## src/rtl/vend_pkg.sv

```systemverilog
// vend_pkg: shared definitions for the coin vending transaction controller.
// Holds product prices, product index names, payout coin denominations,
// FSM state encodings and the greedy coin-selection helper.
package vend_pkg;

  localparam int N_PROD_DEF  = 6;
  localparam int CNT_W_DEF   = 3;
  localparam int MONEY_W_DEF = 8;

  localparam int PROD_COLA    = 0;
  localparam int PROD_PEPSI   = 1;
  localparam int PROD_SITRO   = 2;
  localparam int PROD_MILK    = 3;
  localparam int PROD_WATER   = 4;
  localparam int PROD_TOMATOS = 5;

  // Product i's price sits at PRICE[i] (index 0 is the rightmost entry).
  localparam logic [5:0][7:0] PRICE = {8'd35, 8'd10, 8'd25, 8'd20, 8'd15, 8'd15};

  localparam logic [7:0] COIN_20 = 8'd20;
  localparam logic [7:0] COIN_10 = 8'd10;
  localparam logic [7:0] COIN_5  = 8'd5;

  typedef enum logic [1:0] {
    ST_IDLE     = 2'd0,
    ST_DISPENSE = 2'd1,
    ST_PAYOUT   = 2'd2
  } state_e;

  typedef enum logic [1:0] {
    PS_IDLE = 2'd0,
    PS_REQ  = 2'd1,
    PS_GAP  = 2'd2
  } pay_state_e;

  // Largest payout coin not exceeding the remaining credit (0 if below 5).
  function automatic logic [7:0] greedy_coin(input logic [7:0] credit);
    if (credit >= COIN_20)      return COIN_20;
    else if (credit >= COIN_10) return COIN_10;
    else if (credit >= COIN_5)  return COIN_5;
    else                        return 8'd0;
  endfunction

endpackage

```

## src/rtl/vend_payout_seq.sv

```systemverilog
// vend_payout_seq: greedy change payout sequencer.
// Started by the main FSM; repeatedly requests the largest coin that fits the
// remaining credit, waiting for pay_ack_i each time, until credit < 5.
// Ports:
//   clk_i, rst_i   clock / asynchronous active-high reset
//   start_i        one-cycle start pulse from the main FSM
//   credit_i       current credit (owned and updated by the main FSM)
//   pay_ack_i      payout mechanism done pulse
//   pay_req_o      coin payout request
//   pay_coin_o     coin value being requested
//   paid_o         coin accepted this cycle; main FSM subtracts pay_coin_o
//   done_o         sequence finished (credit below smallest coin)
//   timeout_o      pay_ack_i never arrived; sequence abandoned
module vend_payout_seq
  import vend_pkg::*;
#(
  parameter int MONEY_W     = MONEY_W_DEF,
  parameter int ACK_TIMEOUT = 63
) (
  input  logic               clk_i,
  input  logic               rst_i,
  input  logic               start_i,
  input  logic [MONEY_W-1:0] credit_i,
  input  logic               pay_ack_i,
  output logic               pay_req_o,
  output logic [MONEY_W-1:0] pay_coin_o,
  output logic               paid_o,
  output logic               done_o,
  output logic               timeout_o
);

  localparam int TMR_W = $clog2(ACK_TIMEOUT + 1);

  pay_state_e         state_q, state_d;
  logic               req_q, req_d;
  logic [MONEY_W-1:0] coin_q, coin_d;
  logic [TMR_W-1:0]   timer_q, timer_d;
  logic [MONEY_W-1:0] next_coin;

  assign next_coin = MONEY_W'(greedy_coin(8'(credit_i)));

  always_ff @(posedge clk_i or posedge rst_i) begin
    if (rst_i) begin
      state_q <= PS_IDLE;
      req_q   <= 1'b0;
      coin_q  <= '0;
      timer_q <= '0;
    end else begin
      state_q <= state_d;
      req_q   <= req_d;
      coin_q  <= coin_d;
      timer_q <= timer_d;
    end
  end

  always_comb begin
    state_d   = state_q;
    req_d     = req_q;
    coin_d    = coin_q;
    timer_d   = timer_q;
    paid_o    = 1'b0;
    done_o    = 1'b0;
    timeout_o = 1'b0;
    unique case (state_q)
      PS_IDLE: begin
        if (start_i) begin
          req_d   = 1'b1;
          coin_d  = next_coin;
          timer_d = '0;
          state_d = PS_REQ;
        end
      end
      PS_REQ: begin
        if (pay_ack_i) begin
          paid_o  = 1'b1;
          req_d   = 1'b0;
          state_d = PS_GAP;
        end else if (timer_q == TMR_W'(ACK_TIMEOUT)) begin
          timeout_o = 1'b1;
          req_d     = 1'b0;
          coin_d    = '0;
          state_d   = PS_IDLE;
        end else begin
          timer_d = timer_q + TMR_W'(1);
        end
      end
      PS_GAP: begin
        // credit_i already reflects the coin just paid.
        if (credit_i >= MONEY_W'(COIN_5)) begin
          req_d   = 1'b1;
          coin_d  = next_coin;
          timer_d = '0;
          state_d = PS_REQ;
        end else begin
          done_o  = 1'b1;
          coin_d  = '0;
          state_d = PS_IDLE;
        end
      end
      default: state_d = PS_IDLE;
    endcase
  end

  assign pay_req_o  = req_q;
  assign pay_coin_o = coin_q;

endmodule

```

## src/rtl/vend_dispense_ctrl.sv

```systemverilog
// vend_dispense_ctrl: vending machine transaction controller.
// Accumulates coin credit, arbitrates product button presses and change
// requests onto one dispenser and one coin-payout mechanism, tracks stock.
// Ports:
//   clk_i, rst_i            clock / asynchronous active-high reset
//   coin_valid_i/coin_val_i coin insertion pulse and value
//   buttom_i                product buttons (rising edge = request)
//   button_change_i         change button (rising edge = request)
//   refill_i                reload all stock (honoured in IDLE only)
//   disp_req_o/disp_sel_o   dispense request and product index
//   disp_ack_i              dispenser done pulse
//   pay_req_o/pay_coin_o    coin payout request and coin value
//   pay_ack_i               payout done pulse
//   credit_o                current credit
//   LED_o                   product available and affordable
//   stock_o                 packed per-product stock counts
//   busy_o                  transaction in progress
//   err_o                   one-cycle error pulse
module vend_dispense_ctrl
  import vend_pkg::*;
#(
  parameter int N_PROD      = N_PROD_DEF,
  parameter int CNT_W       = CNT_W_DEF,
  parameter int MONEY_W     = MONEY_W_DEF,
  parameter int INIT_STOCK  = 7,
  parameter int ACK_TIMEOUT = 63
) (
  input  logic                    clk_i,
  input  logic                    rst_i,
  input  logic                    coin_valid_i,
  input  logic [MONEY_W-1:0]      coin_val_i,
  input  logic [N_PROD-1:0]       buttom_i,
  input  logic                    button_change_i,
  input  logic                    refill_i,
  output logic                    disp_req_o,
  output logic [2:0]              disp_sel_o,
  input  logic                    disp_ack_i,
  output logic                    pay_req_o,
  output logic [MONEY_W-1:0]      pay_coin_o,
  input  logic                    pay_ack_i,
  output logic [MONEY_W-1:0]      credit_o,
  output logic [N_PROD-1:0]       LED_o,
  output logic [N_PROD*CNT_W-1:0] stock_o,
  output logic                    busy_o,
  output logic                    err_o
);

  localparam int TMR_W = $clog2(ACK_TIMEOUT + 1);
  localparam logic [MONEY_W:0] MONEY_MAX = {1'b0, {MONEY_W{1'b1}}};

  state_e             state_q, state_d;
  logic [MONEY_W-1:0] credit_q, credit_d;
  logic [CNT_W-1:0]   stock_q [N_PROD];
  logic [CNT_W-1:0]   stock_d [N_PROD];
  logic [N_PROD-1:0]  btn_prev_q;
  logic               chg_prev_q;
  logic [2:0]         sel_q, sel_d;
  logic               disp_req_q, disp_req_d;
  logic               err_q, err_d;
  logic [TMR_W-1:0]   timer_q, timer_d;

  logic [N_PROD-1:0]  btn_rise, led_w, cand;
  logic               chg_rise;
  logic               win_found;
  logic [2:0]         win_idx;
  logic [MONEY_W-1:0] refund;
  logic [MONEY_W:0]   credit_base, coin_total;
  logic               coin_ok;
  logic [MONEY_W-1:0] credit_sum;

  logic               pay_start, pay_paid, pay_done, pay_timeout;

  assign btn_rise = buttom_i & ~btn_prev_q;
  assign chg_rise = button_change_i & ~chg_prev_q;

  for (genvar gi = 0; gi < N_PROD; gi++) begin : g_prod
    assign led_w[gi] = (stock_q[gi] != '0) && (credit_q >= MONEY_W'(PRICE[gi]));
    assign stock_o[gi*CNT_W +: CNT_W] = stock_q[gi];
  end

  assign cand = btn_rise & led_w;

  // Lowest-index affordable, in-stock request wins.
  always_comb begin
    win_found = 1'b0;
    win_idx   = '0;
    for (int i = N_PROD - 1; i >= 0; i--) begin
      if (cand[i]) begin
        win_found = 1'b1;
        win_idx   = 3'(i);
      end
    end
  end

  // Credit path: a timed-out dispense refunds its price, and a coin is only
  // accepted if the total still fits in the credit register.
  always_comb begin
    refund = '0;
    if (state_q == ST_DISPENSE && !disp_ack_i && timer_q == TMR_W'(ACK_TIMEOUT)) begin
      refund = MONEY_W'(PRICE[sel_q]);
    end
    credit_base = {1'b0, credit_q} + {1'b0, refund};
    coin_total  = credit_base + {1'b0, coin_val_i};
    coin_ok     = coin_valid_i && (state_q != ST_PAYOUT) && (coin_total <= MONEY_MAX);
    credit_sum  = coin_ok ? coin_total[MONEY_W-1:0] : credit_base[MONEY_W-1:0];
  end

  always_ff @(posedge clk_i or posedge rst_i) begin
    if (rst_i) begin
      state_q    <= ST_IDLE;
      credit_q   <= '0;
      for (int i = 0; i < N_PROD; i++) stock_q[i] <= CNT_W'(INIT_STOCK);
      btn_prev_q <= '0;
      chg_prev_q <= 1'b0;
      sel_q      <= '0;
      disp_req_q <= 1'b0;
      err_q      <= 1'b0;
      timer_q    <= '0;
    end else begin
      state_q    <= state_d;
      credit_q   <= credit_d;
      stock_q    <= stock_d;
      btn_prev_q <= buttom_i;
      chg_prev_q <= button_change_i;
      sel_q      <= sel_d;
      disp_req_q <= disp_req_d;
      err_q      <= err_d;
      timer_q    <= timer_d;
    end
  end

  always_comb begin
    state_d    = state_q;
    credit_d   = credit_sum;
    stock_d    = stock_q;
    sel_d      = sel_q;
    disp_req_d = disp_req_q;
    timer_d    = timer_q;
    pay_start  = 1'b0;
    // Rejected coins (overflow, or any coin during payout) flag an error.
    err_d      = coin_valid_i && !coin_ok;

    unique case (state_q)
      ST_IDLE: begin
        if (refill_i) begin
          for (int i = 0; i < N_PROD; i++) stock_d[i] = CNT_W'(INIT_STOCK);
        end
        if (win_found) begin
          credit_d   = credit_sum - MONEY_W'(PRICE[win_idx]);
          sel_d      = win_idx;
          disp_req_d = 1'b1;
          timer_d    = '0;
          state_d    = ST_DISPENSE;
        end else if (chg_rise) begin
          if (credit_q >= MONEY_W'(COIN_5)) begin
            pay_start = 1'b1;
            state_d   = ST_PAYOUT;
          end else begin
            // Too little to pay out: the remainder is forfeited.
            credit_d = coin_ok ? coin_val_i : '0;
            if (credit_q != '0) err_d = 1'b1;
          end
        end
      end
      ST_DISPENSE: begin
        if (disp_ack_i) begin
          stock_d[sel_q] = stock_q[sel_q] - CNT_W'(1);
          disp_req_d     = 1'b0;
          timer_d        = '0;
          state_d        = ST_IDLE;
        end else if (timer_q == TMR_W'(ACK_TIMEOUT)) begin
          disp_req_d = 1'b0;
          err_d      = 1'b1;
          timer_d    = '0;
          state_d    = ST_IDLE;
        end else begin
          timer_d = timer_q + TMR_W'(1);
        end
      end
      ST_PAYOUT: begin
        if (pay_paid) begin
          credit_d = credit_q - pay_coin_o;
        end else if (pay_done) begin
          credit_d = '0;
          if (credit_q != '0) err_d = 1'b1;
          state_d = ST_IDLE;
        end else if (pay_timeout) begin
          err_d   = 1'b1;
          state_d = ST_IDLE;
        end
      end
      default: state_d = ST_IDLE;
    endcase
  end

  vend_payout_seq #(
    .MONEY_W    (MONEY_W),
    .ACK_TIMEOUT(ACK_TIMEOUT)
  ) u_payout (
    .clk_i     (clk_i),
    .rst_i     (rst_i),
    .start_i   (pay_start),
    .credit_i  (credit_q),
    .pay_ack_i (pay_ack_i),
    .pay_req_o (pay_req_o),
    .pay_coin_o(pay_coin_o),
    .paid_o    (pay_paid),
    .done_o    (pay_done),
    .timeout_o (pay_timeout)
  );

  assign disp_req_o = disp_req_q;
  assign disp_sel_o = sel_q;
  assign credit_o   = credit_q;
  assign LED_o      = led_w;
  assign busy_o     = (state_q != ST_IDLE);
  assign err_o      = err_q;

endmodule

```

## config.mk

```make
export PLATFORM = sky130hd
export DESIGN_NAME = vend_dispense_ctrl
export DESIGN_NICKNAME = d
export VERILOG_FILES = /design/src/rtl/vend_pkg.sv /design/src/rtl/vend_payout_seq.sv /design/src/rtl/vend_dispense_ctrl.sv
export SDC_FILE = /design/constraint.sdc
export NUM_CORES = 1
export LEC_CHECK = 0
export BUFFER_PORTS_ARGS = -buffer_cell sky130_fd_sc_hd__buf_2
export CELL_PAD_IN_SITES_DETAIL_PLACEMENT = 0
export CELL_PAD_IN_SITES_GLOBAL_PLACEMENT = 1
export CORE_MARGIN = 2
export CORE_UTILIZATION = 48
export DETAILED_ROUTE_END_ITERATION = 8
export GPL_ROUTABILITY_DRIVEN = 0
export GPL_TIMING_DRIVEN = 0
export PLACE_DENSITY = 0.93
export SLEW_MARGIN = 5
export SYNTH_ARGS = -nofsm -noshare
export SYNTH_HDL_FRONTEND = slang
export SYNTH_SLANG_ARGS = --single-unit
```

## constraint.sdc

```tcl
create_clock -name clk_i -period 8.3 [get_ports clk_i]
set_input_delay 1.66 -clock clk_i [delete_from_list [all_inputs] [get_ports clk_i]]
set_output_delay 1.66 -clock clk_i [all_outputs]
set_load 0.01 [all_outputs]
```

; Word-level counts from Yosys, hierarchy flattened
; Memories as Yosys holds them, arrays and structs flattened.
; Index checks and enable logic that the tools add are counted.
[op_classes]
addsub = 7
magnitude_cmp = 11
eq_ne = 21
mux = 93
bitwise = 6
n_reduce_logical = 35
[ops]
columns = operator, n
row1 = $mux W8, 16
row2 = $mux W6, 7
row3 = $mux W18, 2
row4 = $pmux W18 S2, 1
row5 = $mux W1, 34
row6 = $mux W3, 10
row7 = $pmux W8 S3, 1
row8 = $mux W2, 11
row9 = $reduce_bool A3 Y1, 7
row10 = $bwmux W18, 1
row11 = $ne A2 B2 Y1 const B, 9
row12 = $pmux W6 S3, 1
row13 = $ge A8 B4 Y1 const B, 2
row14 = $ge A8 B5 Y1 const B, 2
row15 = $pmux W8 S2, 1
row16 = $sub A8 B8 Y8, 2
row17 = $add A6 B1 Y6 const B, 2
row18 = $and A6 B6 Y6, 2
row19 = $eq A6 B6 Y1 const B, 2
row20 = $logic_and A1 B1 Y1, 12
row21 = $pmux W2 S3, 2
row22 = $pmux W6 S2, 1
row23 = $reduce_and A5 Y1, 2
row24 = $add A8 B8 Y9, 1
row25 = 28 further kinds, 42
[totals]
ff_bits = 63
mem_bits_ro = 128
inputBits = 21
output_inout_bits = 47
wordCells = 193
memories = 2
[memory_table]
columns = memory, words, word_bits, rd, rd_ports_with_merged_regs, write_ports, line
row1 = (no name shown), 8, 8, 1, 0, 0, vend_dispense_ctrl.sv:149  ; credit_d = credit_sum - MONEY_W'(PRICE[win_idx]);
row2 = (no name shown), 8, 8, 1, 0, 0, vend_dispense_ctrl.sv:100  ; refund = MONEY_W'(PRICE[sel_q]);

; Longest topological paths before layout
; Gate-level depths: netlist of the first run.
[depth]
word_depth = 15
mapped_depth = 28
depth_no_buf = 28

; Hierarchy
; From an unflattened synthesis of the first run, not the netlist that was laid out.
[unflattened]
hier_cells = 559
hier_area_um2 = 4903.5
[modules_own_cells]
columns = module, n_inst, cells_per_inst, area_per_inst_um2, seq_area_each_um2
row1 = vend_dispense_ctrl, 1, 460, 4002.6, 1173.6
row2 = vend_payout_seq, 1, 99, 900.9, 325.3

; Least setup slack after synthesis of the first run
; Ideal clock, no wire load.
[synth_path]
path_kind = in2reg
from = in disp_ack_i
to = reg credit_q[6], in the netlist credit_o[6]
setup_ns = 0.124
arrival_ns = 6.324
required_ns = 8.176
slack_ns = 1.852
path_stages = 24
n_path_buf = 0
cell_sequence = nor2_1 nand2_1 nor2_1 ha_1 fa_1 a211oi_1 or4b_2 o2111ai_1 ha_1 o21ai_0 nand2b_1 o41a_1 xnor2_2 nor2_2 mux2i_1 ha_1 inv_1 fa_1 a21o_1 a21oi_1 o21bai_1 a21oi_1 xnor2_1 a211o_1
[synth_between]
elab_chain_cells = 13
elab_cells_between_ends = 17
cone_classes = 3 x add/sub / 1 x order compare / 9 x mux / 4 x reduce/logical
[synth_lines]
columns = item, line
row1 = "start, declared", vend_dispense_ctrl.sv:37  ; input logic disp_ack_i,
row2 = $logic_not A1 Y1 (*), vend_dispense_ctrl.sv:99  ; if (state_q == ST_DISPENSE && !disp_ack_i && timer_q == TMR_W'(ACK_TIMEOUT)) begin
row3 = $logic_and A1 B1 Y1 (*) (2 in series), vend_dispense_ctrl.sv:99
row4 = $mux W8 (*), vend_dispense_ctrl.sv:99
row5 = $add A8 B8 Y9 (*), vend_dispense_ctrl.sv:102  ; credit_base = {1'b0, credit_q} + {1'b0, refund};
row6 = branches (longest 7 deep; another with $add A9 B8 Y9), -
row7 = $pmux W8 S2 (*), vend_dispense_ctrl.sv:143  ; unique case (state_q)
row8 = net credit_d[6], vend_dispense_ctrl.sv:52  ; logic [MONEY_W-1:0] credit_q, credit_d;
row9 = "end signal, assigned", vend_dispense_ctrl.sv:121  ; credit_q <= credit_d;
row10 = "end, declared", vend_dispense_ctrl.sv:52
; Mark *: on every way through the listed nets, which the timed path passes.
; A chain may end at the register's enable or synchronous reset.

; Worst setup path in the final report of the first run
[layout_path]
from = in disp_ack_i
to = reg credit_q[7], in the netlist credit_o[7]
; The elaborated chain is that of the path after synthesis.

==> results of run 1 <==
metal layers:
metal	vias to the layer above	global-route usage, %
met5	-	0
met4	0	7.63
met3	21	4.57
met2	168	39.5
met1	2194	35.6
li1	2178	-
cell usage after synthesis, drive strengths merged (4+ instances only):
library cell,n,area [um2]
and3,7,48.8
nor3,14,86.3
ha,33,413
a211o,4,36.3
a211oi,7,57.6
nand2b,14,87.6
a31oi,15,93.8
a21oi,23,119
xor2,8,70.1
mux2i,14,140
inv,30,113
nor3b,4,41.3
a21o,8,60.1
nor2,72,275
and2,4,30.0
nand4,4,25.0
fa,4,80.1
clkbuf,13,48.8
dfrtp,41,1030
nand3,14,70.1
nand2,57,216
nor2b,12,75.1
dfstp,18,473
o21ai,41,205
buf,8,65.1
mux2,12,143
o22ai,5,31.3
o21a,6,45.0
xnor2,16,148
metrics by stage:
stage / total power [W] / instances / instance area [um2]
2_1_floorplan: 0.00166 / 564 / 4830
3_3_place_gp: 0.00201 / 761 / 5320
3_5_place_dp: 0.00207 / 762 / 5340
4_1_cts: 0.00238 / 778 / 5560
5_1_grt: 0.00259 / 778 / 5560
6_report: 0.00240 / 778 / 5560
how the worst min path moves through the flow:
stage,start,to,slack (ns),depth (start not counted)
floorplan,timer_q[3],timer_q[3],0.47,1
global placement,u_payout.pay_req_o,u_payout.pay_req_o,0.46,1
detailed placement,u_payout.pay_req_o,u_payout.pay_req_o,0.47,1
CTS,u_payout.pay_req_o,u_payout.pay_req_o,0.49,1
global route,u_payout.pay_req_o,u_payout.pay_req_o,0.50,1
finish,u_payout.pay_req_o,u_payout.pay_req_o,0.48,1
worst max-delay path, stage by stage:
cell	delay (ns)
buf_2	0.12
nor2_1	0.31
nand2_1	0.25
nor2_1	0.16
ha_1	0.19
fa_1	0.24
a211oi_1	0.12
or4b_2	0.64
o2111ai_1	0.21
ha_1	0.34
o21ai_0	0.15
nand2b_1	0.08
o41a_1	0.16
xnor2_2	0.21
nor2_2	0.27
mux2i_1	0.47
ha_1	0.30
nor2b_1	0.14
o31ai_1	0.37
a21oi_1	0.12
nor2_1	0.17
nand3_1	0.12
mux2i_1	0.17
mux2i_1	0.09
a211o_1	0.29
logic make-up after synthesis:
kind of cell / after synthesis
flops: 59
buf+inv: 51
simple gates: 216
fa+ha+maj: 37
xor+xnor: 24
mux: 28
other cells: 1
compound gates: 146
sequential cells by signal, summed over array words and instances (netlist names):
| signal | flops |
|---|---|
| u_payout.state_q | 2 |
| timer_q | 6 |
| btn_prev_q | 6 |
| u_payout.pay_coin_o | 4 |
| state_q | 2 |
| disp_req_o | 1 |
| disp_sel_o | 3 |
| u_payout.timer_q | 6 |
| stock_o | 18 |
| credit_o | 8 |
| err_o | 1 |
| u_payout.pay_req_o | 1 |
| chg_prev_q | 1 |
area by class of cell:
| cell class | instances | share of cell area (%) |
|---|---|---|
| plain buffers | 21 | 2.05 |
| clock buffers | 9 | 2.23 |
| flip-flops and latches | 59 | 27.0 |
| inverters | 30 | 2.03 |
| well taps | 133 | 2.99 |
| clock inverters | 7 | 1.78 |
| multi-input cells | 454 | 55.8 |
| repair buffers | 65 | 6.12 |
power by group through the flow:
stage	clock [W]	sequential [W]	combinational, W
floorplan	0	0.000534	0.00113
global placement	0	0.000529	0.00149
detailed placement	0	0.000535	0.00153
CTS	0.000304	0.000531	0.00154
global route	0.000317	0.000548	0.00173
finish	0.000302	0.000535	0.00156
==> flow_metrics.tcl, run 1 <==
set metrics [dict create \
    outcome "finished, final reports clean" \
    rsz0062_at_grt "no" \
    synth-seq-cells 59 \
    numClockSinks 59 \
    start_util_pct 49.3 \
    grt_pass1_vias 4341 \
    die-height_um 104 \
    yosysSeqAreaShare_pct 31.1 \
    p_comb_share_pct 65.0 \
    cts_root_buf "clkbuf_8" \
    wl_met2_mm 6.12 \
    pwr-share-seq_pct 22.3 \
    rr_endpoint "credit_o[7]" \
    routed_wirelength_mm 13.3 \
    p_int_w 0.00124 \
    p_clk_share_pct 12.6 \
    highest_layer "met4" \
    ys_warn_count 0 \
    vdd_drop_max_mv 0.226 \
    htree_levels 3 \
    overflow 0 \
    row_count 36 \
    drt-pass1-iter-count 5 \
    r2r_setup_slack_ns 1.75 \
    drc 0 \
    maxSlewHeadroom_pct 42.8 \
    synth_top_family_by_area "simple AND/OR/NAND/NOR gates" \
    cts_inserted_buffers 9 \
    area_delta_synth_final_pct 15.3 \
    nFillCells 920 \
    r2r_cells 26 \
    async_reset_ff_share_pct 100 \
    post_cts_resized 0 \
    crit_fanout 5 \
    cts.clk_slew.worst_paths_ns 0.08 \
    netlist_area_um2 4820 \
    syn_inst 562 \
    tritoncts "done" \
    multi_input_area_um2 3100 \
    skew_ns 0.00695 \
    synth_edf_count 0 \
    ios 68 \
    nNetsFinal 698 \
    timing.final.crit_share_pct 86.1 \
    setup_viol_count_final 0 \
    cp.arrival_ns 7.38 \
    synthMuxAreaShare_pct 6.80 \
    finalSetupTns_ns 0 \
    finalHoldViolCount 0 \
    p_per_area_nw_per_um2 431 \
    synthFlopType "dfrtp_1" \
    synthAdderAreaFrac_pct 10.2 \
    drive_above_1_share_pct 22.0 \
    dr_total_vias 4561 \
    endpoint "credit_o[7]" \
    met3_length_um 882 \
    numPortBuffers 64 \
    holdWs_ns 0.478 \
    required_ns 8.53 \
    met1_length_mm 6.10 \
    critPathCaptureType "register" \
    die_width_um 104 \
    crit_start "disp_ack_i" \
    maxCapViolations 0 \
    post_drt_wl_per_cell_um 17.1 \
    antenna_found_initial 0 \
    switching_share_pct 48.4 \
    fmax_mhz 140 \
    path_class "primary input to register" \
    finalCoreUtilization_pct 56.9 \
    switchingPower_w 0.00116 \
    final_cell_mix "nor2_1 (70), buf_2 (65), nand2_1 (56)" \
    synth_cell_type_count 82 \
    grt_use_total_pct 25.2 \
    worstReg2RegStart "state_q[0]" \
    ant_nets 0 \
    hold_buffers 0 \
    clockBufferDepth 2 \
    worst_slack_ns 1.16 \
    dp_hpwl_mm 10.5 \
    synth_xor_area_share_pct 4.51 \
    grt_pass1_wl_mm 22.0 \
    synth_compound_area_share_pct 20.4 \
    p_leak_nw 2.51 \
    drt_iter0_drc 451 \
    yosys.area_share.simple_pct 22.2 \
    final_common_cell "nor2_1" \
    post-cts-setup-buffer-count 0 \
    core_um2 9770 \
    detail_route.vias_per_cell 5.86 \
    place_ws_ns 0.848 \
    postSynthAreaPerCell_um2 8.58 \
    n_antenna_cell 0 \
    startpoint_type "primary input" \
    min-delay-path-class "register to register" \
    clk_latency_ns 0.35 \
    grt_max_degree 36 \
    slew_viol_final 0 \
    fin_crit_ns 7.14 \
    tightest_slew_ns 0.855 \
    dieArea_um2 10900 \
    seqCellArea_um2 1500 \
]
Power figures use the tool's default switching activity.
==> run 2: changes to the inputs <==
--- a/config.mk
+++ b/config.mk
@@ -9,11 +9,11 @@
 export CELL_PAD_IN_SITES_DETAIL_PLACEMENT = 0
 export CELL_PAD_IN_SITES_GLOBAL_PLACEMENT = 1
 export CORE_MARGIN = 2
-export CORE_UTILIZATION = 48
+export CORE_UTILIZATION = 45
 export DETAILED_ROUTE_END_ITERATION = 8
 export GPL_ROUTABILITY_DRIVEN = 0
 export GPL_TIMING_DRIVEN = 0
-export PLACE_DENSITY = 0.93
+export PLACE_DENSITY = 0.89
 export SLEW_MARGIN = 5
 export SYNTH_ARGS = -nofsm -noshare
 export SYNTH_HDL_FRONTEND = slang
==> run 2 against run 1 <==
  * Clock power about the same
  * Count of clock-buffer cells in the layout unchanged
  * Register-to-register slack got worse by 0.05 ns
  * Fmax decreased by 0.26%
  * Sequential power about the same
  * Sequential share of layout area about the same
==> flow_metrics.tcl, run 2 (synthesized netlist as in run 1, its figures left out) <==
set metrics [dict create \
    outcome "finished, final reports clean" \
    post_cts_resized 0 \
    setup_viol_count_final 0 \
    p_comb_share_pct 65.2 \
    crit_fanout 5 \
    worstReg2RegStart "state_q[0]" \
    fmax_mhz 140 \
    post-cts-setup-buffer-count 0 \
    maxCapViolations 0 \
    vdd_drop_max_mv 0.182 \
    numClockSinks 59 \
    dieArea_um2 11600 \
    clk_latency_ns 0.35 \
    path_class "primary input to register" \
    ant_nets 0 \
    final_cells 781 \
    overflow 0 \
    cp.arrival_ns 7.39 \
    p_clk_share_pct 12.5 \
    final_cell_mix "nor2_1 (70), buf_2 (65), nand2_1 (56)" \
    numPortBuffers 64 \
    grt_use_total_pct 23.6 \
    tightest_slew_ns 0.914 \
    rsz0062_at_grt "no" \
    switchingPower_w 0.00115 \
    fin_crit_ns 7.16 \
    rr_endpoint "credit_o[7]" \
    pwr-share-seq_pct 22.3 \
    grt_pass1_wl_mm 21.2 \
    row_count 37 \
    r2r_cells 26 \
    die_width_um 108 \
    routed_wirelength_mm 13.3 \
    n_antenna_cell 0 \
    skew_ns 0.0122 \
    p_leak_nw 2.52 \
    placed_cells 765 \
    hold_buffers 0 \
    dr_total_vias 4442 \
    holdWs_ns 0.492 \
    dp_hpwl_mm 10.5 \
    drt_iter0_drc 289 \
    die-height_um 108 \
    maxSlewHeadroom_pct 38.9 \
    switching_share_pct 48.3 \
    largest_register_ffs 18 \
    critPathCaptureType "register" \
    cts_inserted_buffers 9 \
    min-delay-path-class "register to register" \
    nNetsFinal 698 \
    tritoncts "done" \
    antenna_found_initial 0 \
    p_per_area_nw_per_um2 430 \
    p_int_w 0.00124 \
    drc 0 \
    startpoint_type "primary input" \
    area_delta_synth_final_pct 15.4 \
    multi_input_area_um2 3100 \
    clockBufferDepth 2 \
    cts_root_buf "clkbuf_8" \
    timing.final.crit_share_pct 86.3 \
    drive_above_1_share_pct 22.0 \
    post_drt_wl_per_cell_um 17.0 \
    required_ns 8.53 \
    endpoint "credit_o[7]" \
    r2r_setup_slack_ns 1.70 \
    detail_route.vias_per_cell 5.69 \
    drt-pass1-iter-count 5 \
    htree_levels 3 \
    nFillCells 1005 \
    seqCellArea_um2 1500 \
    finalHoldViolCount 0 \
    cts.clk_slew.worst_paths_ns 0.07 \
    start_util_pct 46.5 \
    ios 68 \
    grt_max_degree 31 \
    core_um2 10400 \
    finalCoreUtilization_pct 53.7 \
    final_common_cell "nor2_1" \
    grt_pass1_vias 4122 \
    crit_start "disp_ack_i" \
    finalSetupTns_ns 0 \
    slew_viol_final 0 \
]
## run 2: cell types whose count changed in the layout (fill, tap and decap cells not counted)
cell        change
clkinv_4        +2
clkinvlp_4      -1
inv_6           -1
## run 2: worst max-delay path: stages
cell and delay, ns:
buf_2 0.13, nor2_1 0.27, nand2_1 0.22, nor2_1 0.16
ha_1 0.19, fa_1 0.25, a211oi_1 0.13, or4b_2 0.66
o2111ai_1 0.21, ha_1 0.34, o21ai_0 0.16, nand2b_1 0.08
o41a_1 0.16, xnor2_2 0.21, nor2_2 0.28, mux2i_1 0.51
ha_1 0.31, nor2b_1 0.14, o31ai_1 0.38, a21oi_1 0.12
nor2_1 0.15, nand3_1 0.11, mux2i_1 0.16, mux2i_1 0.10
a211o_1 0.29
## run 2: worst min-delay path by stage
stage | start | end | slack [ns] | depth (start not counted)
final | u_payout.pay_req_o | u_payout.pay_req_o | 0.49 | 1
after floorplan | timer_q[3] | timer_q[3] | 0.47 | 1
after detailed placement | u_payout.pay_req_o | u_payout.pay_req_o | 0.47 | 1
after global placement | u_payout.pay_req_o | u_payout.pay_req_o | 0.46 | 1
after global routing | u_payout.pay_req_o | u_payout.pay_req_o | 0.50 | 1
after CTS | u_payout.pay_req_o | u_payout.pay_req_o | 0.49 | 1
## run 2: metrics by stage
step | setup WS [ns] | total power (W) | cell area, um2
2_1_floorplan | 1.85 | 0.00166 | 4830
3_3_place_gp | 0.993 | 0.00202 | 5320
3_5_place_dp | 0.831 | 0.00207 | 5340
4_1_cts | 1.19 | 0.00238 | 5560
5_1_grt | 0.659 | 0.00259 | 5560
6_report | 1.14 | 0.00239 | 5560
## run 2: power by group through the flow
stage,logic [W],registers [W],clock network [W]
after floorplan,0.00113,0.000534,0
after CTS,0.00155,0.000530,0.000303
after global placement,0.00149,0.000530,0
after global routing,0.00173,0.000545,0.000317
after detailed placement,0.00153,0.000535,0
final,0.00156,0.000532,0.000300
## run 2: cell type report
type | instances | area share [%]
Timing Repair Buffer | 65 | 6.12
Clock inverter | 7 | 1.80
Inverter | 30 | 2.02
Buffer | 21 | 2.05
Multi-Input combinational cell | 454 | 55.8
Clock buffer | 9 | 2.23
Sequential cell | 59 | 26.9
Tap cell | 136 | 3.06
## run 2: routing by layer
layer  global-route usage [%]  wire length [um]
met2                     36.6              6110
met4                     5.95               158
met5                        0                 0
met3                     3.93               980
met1                     34.3              6070
==> run 3: changes to the inputs <==
--- a/config.mk
+++ b/config.mk
@@ -14,6 +14,7 @@
 export GPL_ROUTABILITY_DRIVEN = 0
 export GPL_TIMING_DRIVEN = 0
 export PLACE_DENSITY = 0.89
+export RECOVER_POWER = 50
 export SLEW_MARGIN = 5
 export SYNTH_ARGS = -nofsm -noshare
 export SYNTH_HDL_FRONTEND = slang
==> run 3 against run 2 <==
  * The flow now finishes with violations (max-capacitance violations, max-slew violations)
  * Worst setup slack got worse by 0.0024 ns
  * Clock skew about the same
  * Register-to-register slack about the same
  * Count of clock-buffer cells in the layout unchanged
  * Clock power about the same
  * Largest cell class unchanged
==> flow_metrics.tcl, run 3 (synthesized netlist as in run 1, its figures left out) <==
set metrics [dict create \
    min-delay-path-class "register to register" \
    fmax_mhz 140 \
    hold_depth 1 \
    drive_above_1_share_pct 18.8 \
    grt_max_degree 31 \
    switchingPower_w 0.00115 \
    switching_share_pct 48.4 \
    setup_viol_count_final 0 \
    finalHoldViolCount 0 \
    start_util_pct 46.5 \
    p_per_area_nw_per_um2 431 \
    drt_iter0_drc 320 \
    overflow 0 \
    grt_pass1_vias 4122 \
    timing.final.crit_share_pct 86.3 \
    cp.arrival_ns 7.40 \
    clk_latency_ns 0.35 \
    p_comb_share_pct 65.0 \
    vdd_drop_max_mv 0.180 \
    startpoint_type "primary input" \
    post-cts-setup-buffer-count 0 \
    dr_total_vias 4428 \
    skew_ns 0.0126 \
    detail_route.vias_per_cell 5.67 \
    cts_inserted_buffers 9 \
    tightest_slew_ns 1.66 \
    ant_nets 0 \
    routed_wirelength_mm 13.3 \
    final_common_cell "nor2_1" \
    outcome "finished with violations" \
    finalSetupTns_ns 0 \
    maxCapViolations 1 \
    r2r_cells 26 \
    n_antenna_cell 0 \
    row_count 37 \
    final_cell_mix "nor2_1 (70), nand2_1 (56), buf_2 (46)" \
    numPortBuffers 64 \
    ios 68 \
    drc 0 \
    p_leak_nw 2.45 \
    nNetsFinal 698 \
    cts_root_buf "clkbuf_8" \
    largest_register_ffs 18 \
    tritoncts "done" \
    die-height_um 108 \
    dieArea_um2 11600 \
    core_um2 10400 \
    post_drt_wl_per_cell_um 17.1 \
    critPathCaptureType "register" \
    clockBufferDepth 2 \
    rsz0062_at_grt "no" \
    grt_use_total_pct 23.6 \
    path_class "primary input to register" \
    area_delta_synth_final_pct 14.6 \
    cts.clk_slew.worst_paths_ns 0.07 \
    numClockSinks 59 \
    p_clk_share_pct 12.6 \
    fin_crit_ns 7.17 \
    hold_buffers 0 \
    post_cts_resized 0 \
    p_int_w 0.00123 \
    htree_levels 3 \
    grt_pass1_wl_mm 21.2 \
    drt-pass1-iter-count 6 \
    crit_fanout 5 \
    maxSlewHeadroom_pct -10.8 \
    antenna_found_initial 0 \
    pwr-share-seq_pct 22.4 \
    slew_viol_final 31 \
    die_width_um 108 \
    required_ns 8.53 \
    finalCoreUtilization_pct 53.3 \
    dp_hpwl_mm 10.5 \
    violations "max-capacitance violations, max-slew violations" \
]
-- run 3: cell types whose count changed in the layout (fill, tap and decap cells not counted), sizes merged --
| cell | change |
|---|---|
| buf | -20 |
| clkbuf | +20 |
-- run 3: final cells by class --
class                      instances  area, um2
sequential                        59       1500
multi-input combinational        454       3100
tap                              136        170
timing repair buffer              65        300
inverter                          30        113
clock buffer                       9        124
fill                            1017       4850
clock inverter                     7        100
buffer                            21        114
-- run 3: critical path, cell delays in order --
cell and delay (ns):
clkbuf_1 0.12, nor2_1 0.28, nand2_1 0.22, nor2_1 0.16, ha_1 0.19, fa_1 0.25
a211oi_1 0.13, or4b_2 0.66, o2111ai_1 0.21, ha_1 0.34, o21ai_0 0.16, nand2b_1 0.08
o41a_1 0.16, xnor2_2 0.21, nor2_2 0.28, mux2i_1 0.50, ha_1 0.31, nor2b_1 0.15
o31ai_1 0.38, a21oi_1 0.12, nor2_1 0.15, nand3_1 0.11, mux2i_1 0.16, mux2i_1 0.10
a211o_1 0.29
-- run 3: path summary, 6_finish.rpt --
path	start	to	slack, ns
worst max-delay path	disp_ack_i	credit_o[7]	1.13
worst min-delay path	u_payout.pay_req_o	u_payout.pay_req_o	0.49
worst max register to register	state_q[0]	credit_o[7]	1.71
worst min register to register	u_payout.pay_req_o	u_payout.pay_req_o	0.49
max in group asynchronous	rst_i	err_o	4.62
min in group asynchronous	rst_i	btn_prev_q[2]	1.58
-- run 3: through the flow --
stage / cells / hold WS [ns] / power, W / setup WS (ns) / cell area [um2]
2_1_floorplan: 564 / 0.465 / 0.00166 / 1.85 / 4830
3_3_place_gp: 764 / 0.461 / 0.00202 / 0.993 / 5320
3_5_place_dp: 765 / 0.470 / 0.00207 / 0.831 / 5340
4_1_cts: 781 / 0.489 / 0.00238 / 1.19 / 5560
5_1_grt: 781 / 0.502 / 0.00258 / 0.642 / 5520
6_report: 781 / 0.486 / 0.00238 / 1.13 / 5520
-- run 3: power by group through the flow --
stage / sequential, W / combinational (W) / clock, W
after detailed placement: 0.000535 / 0.00153 / 0
after global routing: 0.000546 / 0.00172 / 0.000317
after CTS: 0.000530 / 0.00155 / 0.000303
after floorplan: 0.000534 / 0.00113 / 0
after global placement: 0.000530 / 0.00149 / 0
final: 0.000533 / 0.00155 / 0.000300
-- run 3: routing by layer --
metal | wire length, um | GRT usage [%] | vias to the layer above
li1 | - | - | 2174
met2 | 6130 | 36.6 | 146
met1 | 6060 | 34.3 | 2096
met5 | 0 | 0 | -
met4 | 142 | 5.95 | 0
met3 | 995 | 3.93 | 12
